==> src/rtl/ps2_keypad_entry.sv <==
// ---------------------------------------------------------------------------
// ps2_keypad_entry
//
// Turns the level-style key code from the PS/2 keyboard stage into single
// keypad events (make / break / make), collects a four-digit BCD HH:MM entry
// and hands it to the alarm-clock core with one-cycle load strobes:
//   '-' loads the current time, '*' loads the alarm time.
// A partial entry or a half-finished key sequence is dropped after
// TIMEOUT_CYCLES idle clocks.
//
// Ports
//   ck            : system clock, everything on posedge
//   reset         : synchronous, active-high
//   ps2_key_code  : 8-bit key code level (asynchronous to ck)
//   key_valid     : 1-cycle pulse, a full keypress was decoded
//   key_value     : decoded key (0-9, 4'hA = '-', 4'hB = '*')
//   digits_bcd    : entry buffer {H1,H0,M1,M0}, newest digit in [3:0]
//   digit_count   : number of digits held, 0..4
//   load_time     : 1-cycle pulse, time_bcd holds a new current time
//   load_alarm    : 1-cycle pulse, time_bcd holds a new alarm time
//   time_bcd      : entry captured by the last accepted command
//   entry_error   : 1-cycle pulse, command rejected
//   entry_timeout : 1-cycle pulse, entry discarded by the idle timeout
// ---------------------------------------------------------------------------
module ps2_keypad_entry #(
  parameter int unsigned TIMEOUT_CYCLES = 5000
) (
  input  logic        ck,
  input  logic        reset,
  input  logic [7:0]  ps2_key_code,
  output logic        key_valid,
  output logic [3:0]  key_value,
  output logic [15:0] digits_bcd,
  output logic [2:0]  digit_count,
  output logic        load_time,
  output logic        load_alarm,
  output logic [15:0] time_bcd,
  output logic        entry_error,
  output logic        entry_timeout
);

  // Keypad scan codes (PS/2 set 2) and the release prefix
  localparam logic [7:0] KP_0            = 8'h70;
  localparam logic [7:0] KP_1            = 8'h69;
  localparam logic [7:0] KP_2            = 8'h72;
  localparam logic [7:0] KP_3            = 8'h7A;
  localparam logic [7:0] KP_4            = 8'h6B;
  localparam logic [7:0] KP_5            = 8'h73;
  localparam logic [7:0] KP_6            = 8'h74;
  localparam logic [7:0] KP_7            = 8'h6C;
  localparam logic [7:0] KP_8            = 8'h75;
  localparam logic [7:0] KP_9            = 8'h7D;
  localparam logic [7:0] KP_MINUS        = 8'h7B;
  localparam logic [7:0] KP_STAR         = 8'h7C;
  localparam logic [7:0] KP_KEY_RELEASED = 8'hF0;

  localparam logic [31:0] LAST_IDLE = 32'(TIMEOUT_CYCLES - 1);

  typedef enum logic [1:0] {
    IDLE  = 2'd0,
    MAKE  = 2'd1,
    BREAK = 2'd2
  } state_t;

  state_t      r_state;
  state_t      w_stateNext;
  logic [7:0]  r_codeQ;
  logic [7:0]  r_prevQ;
  logic [7:0]  r_keyReg;
  logic [7:0]  w_keyNext;
  logic [31:0] r_idleCnt;
  logic        w_newCode;
  logic        w_codeValid;
  logic [3:0]  w_keyVal;
  logic        w_emit;
  logic        w_active;
  logic        w_timeout;
  logic        w_nibblesOk;
  logic        w_entryOk;

  function automatic logic isKey(input logic [7:0] code);
    case (code)
      KP_0, KP_1, KP_2, KP_3, KP_4, KP_5, KP_6, KP_7, KP_8, KP_9,
      KP_MINUS, KP_STAR: isKey = 1'b1;
      default:           isKey = 1'b0;
    endcase
  endfunction

  function automatic logic [3:0] keyValue(input logic [7:0] code);
    case (code)
      KP_0:     keyValue = 4'd0;
      KP_1:     keyValue = 4'd1;
      KP_2:     keyValue = 4'd2;
      KP_3:     keyValue = 4'd3;
      KP_4:     keyValue = 4'd4;
      KP_5:     keyValue = 4'd5;
      KP_6:     keyValue = 4'd6;
      KP_7:     keyValue = 4'd7;
      KP_8:     keyValue = 4'd8;
      KP_9:     keyValue = 4'd9;
      KP_MINUS: keyValue = 4'hA;
      default:  keyValue = 4'hB;
    endcase
  endfunction

  // Two-stage capture of the code level; a held level gives one change event
  always_ff @(posedge ck) begin
    if (reset) begin
      r_codeQ <= 8'h00;
      r_prevQ <= 8'h00;
    end else begin
      r_codeQ <= ps2_key_code;
      r_prevQ <= r_codeQ;
    end
  end

  assign w_newCode   = (r_codeQ != r_prevQ);
  assign w_codeValid = isKey(r_codeQ);
  assign w_keyVal    = keyValue(r_keyReg);
  assign w_active    = (digit_count != 3'd0) || (r_state != IDLE);
  // A fresh code change on the expiry edge keeps the entry alive
  assign w_timeout   = !w_newCode && w_active && (r_idleCnt == LAST_IDLE);

  // BCD comparison works directly because every nibble is a decimal digit
  assign w_nibblesOk = (digits_bcd[15:12] <= 4'd9) && (digits_bcd[11:8] <= 4'd9) &&
                       (digits_bcd[7:4]   <= 4'd9) && (digits_bcd[3:0]  <= 4'd9);
  assign w_entryOk   = (digit_count == 3'd4) && w_nibblesOk &&
                       (digits_bcd[15:8] <= 8'h23) && (digits_bcd[7:0] <= 8'h59);

  // Key-sequence state register and the key currently being pressed
  always_ff @(posedge ck) begin
    if (reset) begin
      r_state  <= IDLE;
      r_keyReg <= 8'h00;
    end else begin
      r_state  <= w_stateNext;
      r_keyReg <= w_keyNext;
    end
  end

  // Make/break/make decoding; a different key before the final make replaces
  // the pending press (rollover), so only the latest key can complete
  always_comb begin
    w_stateNext = r_state;
    w_keyNext   = r_keyReg;
    w_emit      = 1'b0;
    if (w_newCode) begin
      case (r_state)
        IDLE: begin
          if (w_codeValid) begin
            w_stateNext = MAKE;
            w_keyNext   = r_codeQ;
          end
        end
        MAKE: begin
          if (r_codeQ == KP_KEY_RELEASED) begin
            w_stateNext = BREAK;
          end else if (w_codeValid && (r_codeQ != r_keyReg)) begin
            w_keyNext = r_codeQ;
          end
        end
        BREAK: begin
          if (r_codeQ == r_keyReg) begin
            w_emit      = 1'b1;
            w_stateNext = IDLE;
          end else if (w_codeValid) begin
            w_stateNext = MAKE;
            w_keyNext   = r_codeQ;
          end
        end
        default: w_stateNext = IDLE;
      endcase
    end else if (w_timeout) begin
      w_stateNext = IDLE;
    end
  end

  // Idle counter only runs while something is pending
  always_ff @(posedge ck) begin
    if (reset) begin
      r_idleCnt <= 32'd0;
    end else if (w_newCode || w_timeout || !w_active) begin
      r_idleCnt <= 32'd0;
    end else begin
      r_idleCnt <= r_idleCnt + 32'd1;
    end
  end

  // Entry buffer, command validation and the output strobes
  always_ff @(posedge ck) begin
    if (reset) begin
      key_valid     <= 1'b0;
      key_value     <= 4'd0;
      digits_bcd    <= 16'h0000;
      digit_count   <= 3'd0;
      load_time     <= 1'b0;
      load_alarm    <= 1'b0;
      time_bcd      <= 16'h0000;
      entry_error   <= 1'b0;
      entry_timeout <= 1'b0;
    end else begin
      key_valid     <= 1'b0;
      load_time     <= 1'b0;
      load_alarm    <= 1'b0;
      entry_error   <= 1'b0;
      entry_timeout <= 1'b0;
      if (w_emit) begin
        key_valid <= 1'b1;
        key_value <= w_keyVal;
        if (w_keyVal <= 4'd9) begin
          // Extra digits keep shifting so the buffer holds the last four
          digits_bcd <= {digits_bcd[11:0], w_keyVal};
          if (digit_count != 3'd4) begin
            digit_count <= digit_count + 3'd1;
          end
        end else begin
          if (w_entryOk) begin
            time_bcd <= digits_bcd;
            if (w_keyVal == 4'hA) begin
              load_time <= 1'b1;
            end else begin
              load_alarm <= 1'b1;
            end
          end else begin
            entry_error <= 1'b1;
          end
          digits_bcd  <= 16'h0000;
          digit_count <= 3'd0;
        end
      end else if (w_timeout) begin
        digits_bcd    <= 16'h0000;
        digit_count   <= 3'd0;
        entry_timeout <= 1'b1;
      end
    end
  end

endmodule

==> config.mk <==
export PLATFORM = sky130hd
export DESIGN_NAME = ps2_keypad_entry
export DESIGN_NICKNAME = d
export VERILOG_FILES = /design/src/rtl/ps2_keypad_entry.sv
export SDC_FILE = /design/constraint.sdc
export NUM_CORES = 1
export LEC_CHECK = 0
export CORE_MARGIN = 2
export CORE_UTILIZATION = 38
export CTS_CLUSTER_SIZE = 28
export DETAILED_ROUTE_END_ITERATION = 8
export GPL_TIMING_DRIVEN = 0
export SLEW_MARGIN = 20
export SYNTH_ARGS = -nofsm -noshare
export SYNTH_HDL_FRONTEND = slang
export SYNTH_SLANG_ARGS = --single-unit
==> constraint.sdc <==
create_clock -name ck -period 4.7 [get_ports ck]
set_input_delay 0.94 -clock ck [delete_from_list [all_inputs] [get_ports ck]]
set_output_delay 0.94 -clock ck [all_outputs]
set_load 0.02 [all_outputs]
==> results of run 1 <==
## how the worst max path moves through the flow
stage | slack (ns) | startpoint | depth (start not counted) | endpoint
finish | 2.25 | digit_count[0] | 9 | time_bcd[10]
global placement | 2.33 | digit_count[0] | 9 | time_bcd[6]
detailed placement | 2.26 | digit_count[0] | 9 | time_bcd[10]
CTS | 2.24 | digit_count[0] | 9 | time_bcd[10]
floorplan | 2.45 | digit_count[0] | 8 | time_bcd[15]
global route | 2.13 | digit_count[0] | 9 | time_bcd[9]
## registers in the layout, indices dropped and copies added, names as in the netlist
register       cells
load_time          1
digits_bcd        16
r_codeQ            8
key_value          4
load_alarm         1
r_keyReg           8
r_state            2
key_valid          1
r_idleCnt         32
entry_timeout      1
r_prevQ            8
entry_error        1
time_bcd          16
digit_count        3
## cell families (layout without fill, tap and decap cells)
logic type | count (synthesis) | in the layout | synth area share [%]
flops | 102 | 102 | 45.6
buf+inv | 36 | 104 | 4.44
compound gates | 66 | 66 | 10.5
simple gates | 220 | 220 | 26.3
mux | 15 | 15 | 3.38
xor+xnor | 46 | 46 | 9.00
fa+ha+maj | 3 | 3 | 0.839
## layout by cell type, fill, tap and decap left out, types with 3 or more instances in the layout
cell type | synthesis | layout
dfxtp_1 | 102 | 102
a21o_1 | 5 | 5
xor2_1 | 14 | 14
nor4_1 | 7 | 7
nor2_1 | 78 | 78
buf_4 | 6 | 6
buf_2 | 9 | 9
inv_1 | 9 | 9
o22ai_1 | 3 | 3
and4_1 | 4 | 4
clkbuf_1 | 6 | 8
nor3_1 | 13 | 13
ha_1 | 3 | 3
a22oi_1 | 14 | 14
mux2i_1 | 14 | 14
and3_1 | 7 | 7
o21a_1 | 3 | 3
nand2_1 | 27 | 27
a21oi_1 | 16 | 16
clkbuf_16 | 0 | 9
xnor2_1 | 32 | 32
buf_6 | 3 | 3
nand3_1 | 17 | 17
nand2b_1 | 3 | 3
clkdlybuf4s50_1 | 0 | 52
nor3b_1 | 6 | 6
nor2b_1 | 21 | 21
nand4_1 | 16 | 16
o21ai_0 | 9 | 9
## metal layers
layer,GRT usage [%],vias to the layer above
met5,0,-
met4,8.21,0
met3,2.32,15
met2,24.6,87
met1,22.8,1697
li1,-,1822
## per-stage QoR
step / cell area [sq um] / cells / utilization, % / setup WS [ns]
finish: 5480 / 699 / 47.8 / 2.25
global route: 5480 / 699 / 47.8 / 2.13
CTS: 5480 / 699 / 47.8 / 2.24
detailed placement: 5170 / 683 / 45.1 / 2.26
global placement: 5170 / 683 / 45.1 / 2.33
floorplan: 4480 / 488 / - / 2.45
## critical path: cells and delay by family, from the launching register on
kind,cells,cell delay (ns)
mux,1,0.18
buf+inv,2,0.32
fa+ha+maj,1,0.27
simple gates,5,1.21
flops,1,0.35
## power groups by stage
stage                     sequential, mW  combinational [mW]  clock (mW)
after floorplan                    0.894              0.0395           0
after global routing               0.876              0.0622       0.809
after global placement             0.896              0.0555           0
final                              0.876              0.0555       0.749
after detailed placement           0.896              0.0561           0
after CTS                          0.876              0.0564       0.771
## final cells by class
type                       instances  area (sq um)
clock inverter                     3          42.5
multi-input combinational        350          2230
inverter                           9          33.8
timing repair buffer              52           520
sequential                       102          2040
fill                            1103          5990
tap                              143           179
clock buffer                      13           260
buffer                            27           165
==> impl_metrics.json, run 1 <==
{
  "die_w_um": 113,
  "worstPathArrival_ns": 2.68,
  "r2r_cells": 9,
  "hold_violations": 0,
  "antenna_found_initial": 0,
  "wl_met1_mm": 4.93,
  "cts_tree": "yes",
  "cp_cell_sequence": "inv_1 > ha_1 > nand2_2 > or4b_4 > nor3_4 > nand4_4 > buf_6 > mux2i_1 > nor2_1",
  "p_int_mw": 1.34,
  "port_buffers": 52,
  "cts_buffer_depth": 2,
  "peakVddDrop_v": 0.000143,
  "yosys_warnings": 0,
  "areaGrowthSynthToFinish_pct": 22.4,
  "cts-hold-fix-buffers": 0,
  "drive_above_1_share_pct": 8.63,
  "hold_path.class": "register to register",
  "cts_root_buffer": "clkbuf_16",
  "top_layer_used": "met4",
  "yosysSeqAreaShare_pct": 45.6,
  "holdPathEnd": "r_idleCnt[0]",
  "critPathRequiredTime_ns": 4.93,
  "cts.sinks": 102,
  "rows": 39,
  "syn_area_sq_um": 4480,
  "grt_max_degree": 16,
  "seqPwrFrac_pct": 52.1,
  "fin_crit_ns": 2.45,
  "leakage_nw": 1.95,
  "synthTopCellsByArea": "dfxtp_1, nor2_1, xnor2_1, mux2i_1, nor2b_1",
  "drc": 0,
  "min_path_cells": 1,
  "grt_pass1_vias": 3382,
  "cts.htree.levels": 3,
  "synth_seq_cells": 102,
  "vias_per_cell": 5.18,
  "ys.flop_type": "dfxtp_1",
  "vias": 3621,
  "dr_wl_met3_um": 372,
  "slew_viol_final": 0,
  "critPathLaunchType": "register",
  "maxCapViolations": 0,
  "synthDistinctLibCells": 57,
  "clock_insertion_delay_worst_skew_ns": 0.34,
  "ant_nets": 0,
  "slowest_delay_ns": 0.51,
  "regToRegEndpoint": "time_bcd[10]",
  "setup_tns_ns": 0,
  "p_total_mw": 1.68,
  "yosysTopAreaCell": "dfxtp_1",
  "final_nets": 564,
  "cts_made_buffers": 9,
  "p_per_area_nw_per_um2": 307,
  "dpl.hpwl_mm": 7.35,
  "outcome": "complete, no violations",
  "power_switching_share_pct": 20.5,
  "gp_congestion": 0.806,
  "postCtsSetupBuffers": 0,
  "ioPinCount": 54,
  "cts.clk_slew.worst_paths_ns": 0.07,
  "regToRegSetupSlack_ns": 2.25,
  "async_flop_share_pct": 0,
  "pwr-share-clk_pct": 44.6,
  "drt_wl_total_mm": 9.89,
  "overflow": 0,
  "wire_per_inst_um": 14.2,
  "grtUsageTotal_pct": 16.3,
  "synth-edff-count": 0,
  "yosysMostFrequentCell": "dfxtp_1",
  "worst_slew_pin_slew_ns": 0.776,
  "finalSetupViolations": 0,
  "grt_pass1_wl_mm": 16.8,
  "dieArea_sq_um": 12700,
  "num_antenna_cells": 0,
  "rsz0062_at_grt": "no",
  "path_class": "register to register",
  "synth_top_cells_by_count": "dfxtp_1, nor2_1, xnor2_1",
  "relSlewSlack_pct": 47.9,
  "drt_first_pass_iters": 4,
  "synthCells": 488,
  "worst_path_max_delay_cell": "or4b_4",
  "fmax_mhz": 408,
  "combPwrFrac_pct": 3.3,
  "core_sq_um": 11500,
  "p_sw_mw": 0.344,
  "fin_crit_sh_pct": 52.2,
  "finClkSkew_ns": 0.00636,
  "die_height_um": 113,
  "synth_top_cell_area_share_pct": 45.6,
  "critPathCaptureType": "register",
  "synth.avg_cell_area_sq_um": 9.17,
  "crit_fanout": 10,
  "cts_resized": 0,
  "holdWs_ns": 0.448,
  "drtIter0Drc": 200,
  "initial_utilization_pct": 39.0,
  "syn_nets": 501,
  "min-delay-start": "r_idleCnt[0]",
  "reg2reg_from": "digit_count[0]",
  "wl_met2_mm": 4.38
}
(Power assumes the default switching activity.)
==> run 2, diff against run 1 <==
==> constraint.sdc (replaced) <==
create_clock -name ck -period 2.35 [get_ports ck]
set_input_delay 0.47 -clock ck [delete_from_list [all_inputs] [get_ports ck]]
set_output_delay 0.47 -clock ck [all_outputs]
set_load 0.02 [all_outputs]
==> run 2 against run 1 <==
Compared with the run above: global-route usage about the same; register-to-register slack got worse by 2.1 ns; combinational power up 100%; wire length up 1.6%; non-clock buffer count grew 5; flip-flop and latch count unchanged; worst setup slack got worse by 2.1 ns; hold slack about the same; clock power grew 100%; maximum frequency is 10% higher; count of clock-buffer cells in the layout unchanged; via count grew 0.19%; largest cell class unchanged; critical endpoint is now time_bcd[5].
==> impl_metrics.json, run 2 (synthesis gave the netlist of run 1 again) <==
{
  "initial_utilization_pct": 39.0,
  "drt_wl_total_mm": 10.1,
  "grt_pass1_vias": 3390,
  "largest_register": "r_idleCnt",
  "relSlewSlack_pct": 60.0,
  "p_per_area_nw_per_um2": 608,
  "vias_per_cell": 5.15,
  "die_w_um": 113,
  "core_sq_um": 11500,
  "cp.buffers_inverters": 2,
  "largest_registers": "r_idleCnt: 32 flops, digits_bcd: 16 flops, time_bcd: 16 flops",
  "hold_path.class": "register to register",
  "drive_above_1_share_pct": 10.3,
  "cts_root_buffer": "clkbuf_16",
  "cts-hold-fix-buffers": 0,
  "hold_violations": 0,
  "grt_max_degree": 16,
  "ioPinCount": 54,
  "critPathCaptureType": "register",
  "leakage_nw": 1.98,
  "wire_per_inst_um": 14.3,
  "critPathLaunchType": "register",
  "areaGrowthSynthToFinish_pct": 23.8,
  "power_switching_share_pct": 20.6,
  "p_sw_mw": 0.695,
  "clock_insertion_delay_worst_skew_ns": 0.34,
  "maxCapViolations": 0,
  "finalSetupViolations": 0,
  "worstPathArrival_ns": 2.45,
  "peakVddDrop_v": 0.000289,
  "dpl.hpwl_mm": 7.35,
  "drtIter0Drc": 220,
  "top_layer_used": "met4",
  "worst_slew_pin_slew_ns": 0.598,
  "path_delay_family": "simple AND/OR/NAND/NOR gates",
  "wl_met2_mm": 4.40,
  "layout_common_cells": "dfxtp_1, nor2_1, clkdlybuf4s50_1",
  "cts.clk_slew.worst_paths_ns": 0.07,
  "cts.htree.levels": 3,
  "path_class": "register to register",
  "largest_reg_flops": 32,
  "num_antenna_cells": 0,
  "crit_fanout": 6,
  "seqPwrFrac_pct": 52.0,
  "cts.sinks": 102,
  "p_int_mw": 2.67,
  "num-fill-cells": 1100,
  "overflow": 0,
  "layout_commonest_cell": "dfxtp_1",
  "p_total_mw": 3.37,
  "slew_viol_final": 0,
  "rows": 39,
  "cts_buffer_depth": 2,
  "cts_made_buffers": 9,
  "antenna_found_initial": 0,
  "pwr-share-clk_pct": 44.7,
  "critPathRequiredTime_ns": 2.57,
  "die_height_um": 113,
  "drc": 0,
  "outcome": "complete, no violations",
  "grtUsageTotal_pct": 16.3,
  "slowest_delay_ns": 0.51,
  "design_area_sq_um": 5540,
  "worst_path_max_delay_cell": "or4b_4",
  "finClkSkew_ns": 0.00648,
  "dieArea_sq_um": 12700,
  "drt_first_pass_iters": 4,
  "combPwrFrac_pct": 3.3,
  "cp_cell_sequence": "inv_1 > ha_2 > nand2_2 > or4b_4 > nor3_4 > nand4_4 > buf_4 > mux2i_1 > nor2_1",
  "grt_pass1_wl_mm": 16.8,
  "fin_crit_sh_pct": 94.7,
  "dpl_cell_area_sq_um": 5170,
  "cts_tree": "yes",
  "port_buffers": 52,
  "vias": 3628,
  "fmax_mhz": 450,
  "final_nets": 569,
  "ant_nets": 0,
  "gp_congestion": 0.806,
  "dr_wl_met3_um": 417,
  "wl_met1_mm": 5.03,
  "fin_crit_ns": 2.22
}
-- run 2: through the flow --
step	setup TNS [ns]	hold slack, ns	worst slack (ns)	util [%]	instances
after global placement	-0.107	0.429	-0.0196	45.1	683
after detailed placement	-0.584	0.436	-0.0936	45.1	683
after global routing	-0.0147	0.469	-0.00586	48.3	704
after CTS	0	0.453	0.0402	47.9	700
final	0	0.448	0.126	48.3	704
after floorplan	0	0.418	0.0999	-	488
-- run 2: worst paths after layout --
| check | start | to | slack, ns | cells past startpoint |
|---|---|---|---|---|
| setup / recovery | digit_count[0] | time_bcd[5] | 0.13 | 9 |
| hold reg to reg | r_idleCnt[0] | r_idleCnt[0] | 0.45 | 1 |
| setup reg to reg | digit_count[0] | time_bcd[5] | 0.13 | 9 |
| hold / removal | r_idleCnt[0] | r_idleCnt[0] | 0.45 | 1 |
-- run 2: power by group through the flow --
stage	Combinational, mW	Clock [mW]	Sequential [mW]
after CTS	0.113	1.54	1.75
final	0.112	1.50	1.75
after global routing	0.125	1.62	1.75
after global placement	0.111	0	1.79
after detailed placement	0.112	0	1.79
after floorplan	0.0790	0	1.79
-- run 2: layout make-up --
| cell class | instances | area, sq um | area share (%) |
|---|---|---|---|
| well taps | 143 | 179 | 3.23 |
| clock inverters | 3 | 42.5 | 0.768 |
| inverters | 9 | 33.8 | 0.610 |
| flip-flops and latches | 102 | 2040 | 36.9 |
| plain buffers | 27 | 168 | 3.03 |
| multi-input cells | 350 | 2260 | 40.7 |
| clock buffers | 13 | 260 | 4.70 |
| repair buffers | 57 | 558 | 10.1 |
-- run 2: layer usage --
metal	GRT usage [%]	up-vias
li1	-	1828
met1	22.8	1683
met2	24.7	101
met3	2.32	16
met4	8.21	0
met5	0	-
-- run 2: worst register-to-register path, stage by stage, from the launching register on --
cell and delay (ns):
dfxtp_1 0.35, inv_1 0.09, ha_2 0.24, nand2_2 0.09, or4b_4 0.51, nor3_4 0.23
nand4_4 0.16, buf_4 0.22, mux2i_1 0.16, nor2_1 0.05
-- run 2: timing repair --
| action | CTS | global route |
|---|---|---|
| cloned | 0 | 0 |
| resized for setup | 1 | 5 |
| buffers inserted | 1 | 4 |
| pin swaps | 0 | 2 |
| endpoints found under the setup margin | 10 | 29 |
